===== src/rtl/xylo_pkg.sv =====
// Shared constants, state encoding and the note-to-segment decoder for the xylophone sequencer.
package xylo_pkg;

  localparam int unsigned NOTE_C    = 0;
  localparam int unsigned NOTE_D    = 1;
  localparam int unsigned NOTE_E    = 2;
  localparam int unsigned NOTE_F    = 3;
  localparam int unsigned NOTE_G    = 4;
  localparam int unsigned NOTE_A    = 5;
  localparam int unsigned NOTE_B    = 6;
  localparam int unsigned NUM_NOTES = 7;

  // Segment order is {g,f,e,d,c,b,a}, active-high.
  localparam logic [6:0] SEG_C     = 7'b0111001;
  localparam logic [6:0] SEG_D     = 7'b1011110;
  localparam logic [6:0] SEG_E     = 7'b1111001;
  localparam logic [6:0] SEG_F     = 7'b1110001;
  localparam logic [6:0] SEG_G     = 7'b0111101;
  localparam logic [6:0] SEG_A     = 7'b1110111;
  localparam logic [6:0] SEG_B     = 7'b1111100;
  localparam logic [6:0] SEG_BLANK = 7'b0000000;

  typedef enum logic [1:0] {
    ST_IDLE = 2'd0,
    ST_HOLD = 2'd1,
    ST_GAP  = 2'd2
  } state_t;

  // Map a note code to its display pattern; invalid codes show blank.
  function automatic logic [6:0] note_to_seg(input int unsigned code);
    case (code)
      NOTE_C:  note_to_seg = SEG_C;
      NOTE_D:  note_to_seg = SEG_D;
      NOTE_E:  note_to_seg = SEG_E;
      NOTE_F:  note_to_seg = SEG_F;
      NOTE_G:  note_to_seg = SEG_G;
      NOTE_A:  note_to_seg = SEG_A;
      NOTE_B:  note_to_seg = SEG_B;
      default: note_to_seg = SEG_BLANK;
    endcase
  endfunction

endpackage


===== src/rtl/xylo_note_fifo.sv =====
// Synchronous note FIFO with combinational head read and registered occupancy flags.
module xylo_note_fifo #(
  parameter int unsigned W     = 4,
  parameter int unsigned DEPTH = 16
) (
  input  logic                       clock,
  input  logic                       reset,
  input  logic                       clear,
  input  logic                       push,
  input  logic                       pop,
  input  logic [W-1:0]               din,
  output logic [W-1:0]               dout,
  output logic [$clog2(DEPTH+1)-1:0] count,
  output logic                       full,
  output logic                       empty
);

  localparam int unsigned AW = $clog2(DEPTH);
  localparam int unsigned CW = $clog2(DEPTH+1);

  logic [W-1:0]  mem [DEPTH];
  logic [AW-1:0] wr_ptr;
  logic [AW-1:0] rd_ptr;
  logic [CW-1:0] count_d;

  assign dout = mem[rd_ptr];

  // Next occupancy; simultaneous push and pop leave it unchanged.
  always_comb begin
    count_d = count;
    case ({push, pop})
      2'b10:   count_d = count + CW'(1);
      2'b01:   count_d = count - CW'(1);
      default: count_d = count;
    endcase
  end

  // Storage array, no reset needed.
  always_ff @(posedge clock) begin
    if (push && !clear) mem[wr_ptr] <= din;
  end

  // Pointers and flags; pointers wrap naturally at the power-of-two depth.
  always_ff @(posedge clock) begin
    if (reset || clear) begin
      wr_ptr <= '0;
      rd_ptr <= '0;
      count  <= '0;
      full   <= 1'b0;
      empty  <= 1'b1;
    end else begin
      if (push) wr_ptr <= wr_ptr + AW'(1);
      if (pop)  rd_ptr <= rd_ptr + AW'(1);
      count <= count_d;
      full  <= (count_d == CW'(DEPTH));
      empty <= (count_d == CW'(0));
    end
  end

endmodule


===== src/rtl/xylo_note_sequencer.sv =====
// Captures note codes into a FIFO with live echo, and replays them with fixed hold and gap timing.
module xylo_note_sequencer
  import xylo_pkg::*;
#(
  parameter int unsigned CODE_W      = 4,
  parameter int unsigned DEPTH       = 16,
  parameter int unsigned NOTE_CYCLES = 8
) (
  input  logic                       clock,
  input  logic                       reset,
  input  logic                       ready,
  input  logic [CODE_W-1:0]          code,
  input  logic                       play,
  input  logic                       clear,
  output logic [6:0]                 seg,
  output logic                       note_valid,
  output logic                       busy,
  output logic [$clog2(DEPTH+1)-1:0] count,
  output logic                       full,
  output logic                       empty,
  output logic                       overflow,
  output logic                       bad_code
);

  localparam int unsigned TW = $clog2(NOTE_CYCLES+1);

  state_t            state_q;
  state_t            state_d;
  logic              ready_q;
  logic [TW-1:0]     timer_q;
  logic [TW-1:0]     timer_d;
  logic [6:0]        seg_d;
  logic              capture_c;
  logic              code_ok_c;
  logic              pop_c;
  logic              push_c;
  logic [CODE_W-1:0] head_c;

  assign capture_c = ready && !ready_q;
  assign code_ok_c = (32'(code) < NUM_NOTES);
  assign pop_c     = !clear && !empty &&
                     (((state_q == ST_IDLE) && play) || (state_q == ST_GAP));
  assign push_c    = !clear && capture_c && code_ok_c && (!full || pop_c);

  xylo_note_fifo #(
    .W     (CODE_W),
    .DEPTH (DEPTH)
  ) u_fifo (
    .clock (clock),
    .reset (reset),
    .clear (clear),
    .push  (push_c),
    .pop   (pop_c),
    .din   (code),
    .dout  (head_c),
    .count (count),
    .full  (full),
    .empty (empty)
  );

  // State register.
  always_ff @(posedge clock) begin
    if (reset) state_q <= ST_IDLE;
    else       state_q <= state_d;
  end

  // Next-state logic.
  always_comb begin
    state_d = state_q;
    if (clear) begin
      state_d = ST_IDLE;
    end else begin
      case (state_q)
        ST_IDLE: if (play && !empty) state_d = ST_HOLD;
        ST_HOLD: if (timer_q == TW'(0)) state_d = ST_GAP;
        ST_GAP:  state_d = empty ? ST_IDLE : ST_HOLD;
        default: state_d = ST_IDLE;
      endcase
    end
  end

  // Next display pattern and hold timer.
  always_comb begin
    seg_d   = seg;
    timer_d = timer_q;
    if (clear) begin
      seg_d   = SEG_BLANK;
      timer_d = '0;
    end else begin
      case (state_q)
        ST_IDLE: begin
          if (play && !empty) begin
            seg_d   = note_to_seg(32'(head_c));
            timer_d = TW'(NOTE_CYCLES - 1);
          end else if (push_c) begin
            seg_d = note_to_seg(32'(code));
          end
        end
        ST_HOLD: begin
          if (timer_q == TW'(0)) seg_d = SEG_BLANK;
          else                   timer_d = timer_q - TW'(1);
        end
        ST_GAP: begin
          if (!empty) begin
            seg_d   = note_to_seg(32'(head_c));
            timer_d = TW'(NOTE_CYCLES - 1);
          end else begin
            seg_d = SEG_BLANK;
          end
        end
        default: seg_d = SEG_BLANK;
      endcase
    end
  end

  // Registered outputs, edge detector and timer.
  always_ff @(posedge clock) begin
    if (reset) begin
      ready_q    <= 1'b0;
      timer_q    <= '0;
      seg        <= SEG_BLANK;
      note_valid <= 1'b0;
      busy       <= 1'b0;
      overflow   <= 1'b0;
      bad_code   <= 1'b0;
    end else begin
      ready_q    <= ready;
      timer_q    <= timer_d;
      seg        <= seg_d;
      note_valid <= (state_d == ST_HOLD);
      busy       <= (state_d != ST_IDLE);
      overflow   <= clear ? 1'b0
                  : (overflow || (capture_c && code_ok_c && full && !pop_c));
      bad_code   <= !clear && capture_c && !code_ok_c;
    end
  end

endmodule


===== config.mk =====
export PLATFORM = sky130hd
export DESIGN_NAME = xylo_note_sequencer
export DESIGN_NICKNAME = d
export VERILOG_FILES = /design/src/rtl/xylo_pkg.sv /design/src/rtl/xylo_note_fifo.sv /design/src/rtl/xylo_note_sequencer.sv
export SDC_FILE = /design/constraint.sdc
export NUM_CORES = 1
export LEC_CHECK = 0
export ABC_AREA = 1
export CORE_ASPECT_RATIO = 0.5
export CORE_MARGIN = 2
export CORE_UTILIZATION = 64
export CTS_CLUSTER_DIAMETER = 100
export CTS_CLUSTER_SIZE = 16
export DETAILED_ROUTE_END_ITERATION = 16
export HOLD_SLACK_MARGIN = 0.15
export PLACE_DENSITY = 0.94
export SETUP_SLACK_MARGIN = 0.05
export SYNTH_ARGS = -nofsm -noshare
export SYNTH_HDL_FRONTEND = slang
export SYNTH_SLANG_ARGS = --single-unit
export TNS_END_PERCENT = 100

===== constraint.sdc =====
create_clock -name clock -period 4.6 [get_ports clock]
set_input_delay 1.38 -clock clock [delete_from_list [all_inputs] [get_ports clock]]
set_output_delay 1.38 -clock clock [all_outputs]
set_load 0.02 [all_outputs]

==> summary.md <==
| Metric | Value |
|---|---|
| Final-report max-slew violation count | 0 |
| Syn_nets | about 540 |
| Max incr delay on CP | a little under 0.5 ns |
| Clock Skew | 0.00804 ns |
| Drt initial violations | approximately 730 |
| CTS resizes | 0 |
| Die H | ~65 um |
| Largest net degree at the start of global routing | 32 |
| Layout Utilization | 0.739 |
| Core area | 7210 sq um |
| CTS clk-pin slew, worst paths | ~0.07 ns |
| Drt pass-1 iters | 6 |
| Worst slew pin tran | ~0.8 ns |
| Final period utilization | 0.886 |
| FF+latch count, synth | approximately 100 |
| Post-synth EDFFs | 64 |
| Worst-path maximum fanout | 4 |
| Post-synthesis async set-or-reset flop share | 0 |
| Max-capacitance violation count | 0 |
| Die width | around 130 um |
| DPL Wire Length | ~7.3 mm |
| Peak VDD IR | 0.000272 V |
| # hold bufs at CTS | 0 |
| Nets | 576 |
| Routed vias/inst | slightly above 6 |
| Final hold violations | 0 |
| Clk sinks | slightly above 100 |
| Worst Setup End Kind | register |
| P&R area growth vs syn | 13.5% |
| Clock Latency Late Sink | ~0.34 ns |
| Ant. Diodes | 0 |
| Yosys warnings | 0 |
| Placed Cells | between 600 and 700 |
| Vias in the first global route | 3944 |
| Mapped cell area | between 4000 and 5000 sq um |
| Outcome | complete, no violations |
| Reg2Reg Depth | 15 |
| Gp weighted congestion | between 0.8 and 0.9 |
| Leakage Power | ~2.2 nW |
| Setup bufs post-CTS | 0 |
| Syn Inst Count | roughly 530 |
| Via count | between 4000 and 5000 |
| Fmax | around 0.25 GHz |
| Delay-heaviest family, CP | buffers and inverters |
| R2r setup slk | ~1.9 ns |
| Syn avg cell area | roughly 8.9 sq um |
| Worst r2r src | state_q[1] |
| Setup crit start | code[3] |
| Routed WL | 12.6 mm |
| Initial Util | 0.651 |
| Slew HR | 0.455 |
| Post-route setup slack | between 0.5 and 0.6 ns |
| CP Capture Point | u_fifo.empty |
| Buffers & Inverters on Critical Path | 5 |
| FF/Latch Area | around 2700 sq um |
| Num CTS Buffers | 9 |
| PortBufs | 26 |
| Crit-path cells | clkdlybuf4s50_1, inv_1, o21ai_1, nand2_1, inv_1, nor2_1, nand2_1, ha_1, xor2_1, ha_1, inv_1, nand2_1, a31oi_1, inv_1, a21oi_1, o21ai_0, xor2_1, nor2_1, a21oi_1 |
| Distinct cell type count after synthesis | just over 40 |
| Critical Path Start Type | input pin |
| Global-route usage over all layers | 0.325 |
| FP Rows | 22 |
| Crit path top cell by count | inv_1 |
| Clock root cell | clkbuf_16 |
| Unrepaired setup endpoints after global routing | false |
| WP depth | 19 |
| Critical R2R Capture | u_fifo.empty |
| CTS tree | built |
| Crit path required time | between 4 and 5 ns |
| TNS Setup | 0 ns |
| DRC viols | 0 |
| Final setup vio count | 0 |
| Multi-input gate area | about 1600 sq um |
| Fillers | slightly above 400 |
| Share of cells above drive strength 1 | 0.0819 |
| Critical path type | input pin to register |
| Hold path startpoint | seg[5] |
| Maximum buffer depth of the clock tree | 2 |
| Arrival @ worst endpoint | 4.31 ns |
| Post-place setup slack | roughly 0.40 ns |
| PwrDens | around 340 nW/um^2 |
| GR Overflow Total | 0 |
| Ys flop type | edfxtp_1 |
| # H-tree levels | 3 |
| WL per Instance | ~19 um |
| Die area | between 8000 and 9000 sq um |
| Slowest cell on the critical path | clkdlybuf4s50_1 |
| First-pass GRT wire length | approximately 20 mm |
| Sequential element share of the synthesized area | 0.567 |
| Number of cells in the finished layout apart from fillers | approximately 660 |
| HP Class | register to register |
| Initial antenna violation count | 0 |
| Num ports | 27 |
| Tmin final | approximately 4.1 ns |
| Antenna Nets Post-Route | 0 |
where the power goes:
group / switching, mW / internal [mW]
logic: 0.0696 / 0.0320
clock network: 0.328 / 0.422
registers: 0.00366 / 0.966
total: 0.402 / 1.42
cells in the final DEF (no fill, tap or decap), types with 3 or more instances in the layout:
cell type,synthesis,routed
edfxtp_1,64,64
clkbuf_16,0,9
nor3_1,8,8
dfxtp_1,37,37
clkdlybuf4s50_1,0,26
inv_1,74,74
xor2_1,4,4
a31oi_1,4,4
buf_4,5,8
nor2_1,44,44
inv_2,6,6
a21oi_1,20,20
ha_1,10,10
a21oi_2,3,3
o21ai_0,11,11
nand3_1,58,58
nand2_1,137,137
nand2_2,3,3
o21ai_1,3,3
cell usage after synthesis (all sizes together), types with 2 or more instances:
master | instances | area, sq um
nand2 | 142 | 556
inv | 82 | 313
edfxtp | 64 | 1920
nand3 | 61 | 328
nor2 | 46 | 188
dfxtp | 37 | 741
a21oi | 23 | 126
o21ai | 14 | 70.1
buf | 10 | 81.3
ha | 10 | 125
nor3 | 8 | 40.0
a31oi | 4 | 25.0
xor2 | 4 | 35.0
clkbuf | 3 | 15.0
nand4 | 3 | 25.0
and3 | 2 | 12.5
worst min-delay path, delay by kind of cell (launching register included):
kind               cells  cell delay [ns]
DFF                    1             0.31
AOI/OAI and AO/OA      1             0.05
and+or+nand+nor        1             0.08
cell type report:
| cell class | instances | area share |
|---|---|---|
| Sequential cell | 101 | 0.500 |
| Multi-Input combinational cell | 328 | 0.304 |
| Timing Repair Buffer | 34 | 0.0601 |
| Inverter | 83 | 0.0594 |
| Clock buffer | 10 | 0.0430 |
| Tap cell | 96 | 0.0225 |
| Clock inverter | 6 | 0.0115 |
flip-flops by register name (all words and copies together), names as in the netlist, named ones only:
name           flops
u_fifo.full        1
u_fifo.rd_ptr      4
u_fifo.empty       1
seg                7
state_q            2
u_fifo.count       5
overflow           1
timer_q            4
bad_code           1
note_valid         1
ready_q            1
busy               1
u_fifo.mem        64
u_fifo.wr_ptr      4
worst min path at each step:
stage	end	slack [ns]	depth (start not counted)
global placement	seg[4]	0.46	2
floorplan	timer_q[0]	0.46	2
global route	seg[4]	0.51	2
detailed placement	seg[1]	0.46	2
CTS	seg[3]	0.48	2
finish	seg[5]	0.48	2
metrics by stage:
step | cell area, sq um | hold slack, ns | power, mW
final | 5330 | 0.483 | 1.82
after global routing | 5330 | 0.509 | 1.86
after CTS | 5330 | 0.479 | 1.81
after detailed placement | 5040 | 0.463 | 1.08
after global placement | 5040 | 0.455 | 1.08
after floorplan | 4690 | 0.464 | 1.04
routing by layer:
metal / wire (um) / part of all wire / global-route usage
met1: 4590 / 0.36 / 0.408
met2: 5750 / 0.45 / 0.518
met3: 1600 / 0.13 / 0.0900
met4: 705 / 0.056 / 0.189
met5: 0 / 0 / 0
kinds of logic (layout without fill, tap and decap cells):
kind of cell,after synthesis,in the layout,share of synthesized area
DFF,101,101,0.567
muxes,1,1,0.00213
and+or+nand+nor,265,265,0.249
AOI/OAI and AO/OA,48,48,0.0597
adders and majority gates,10,10,0.0267
buffers and inverters,96,133,0.0880
xor gates and xnor gates,4,4,0.00746
Power figures use the tool's default switching activity.
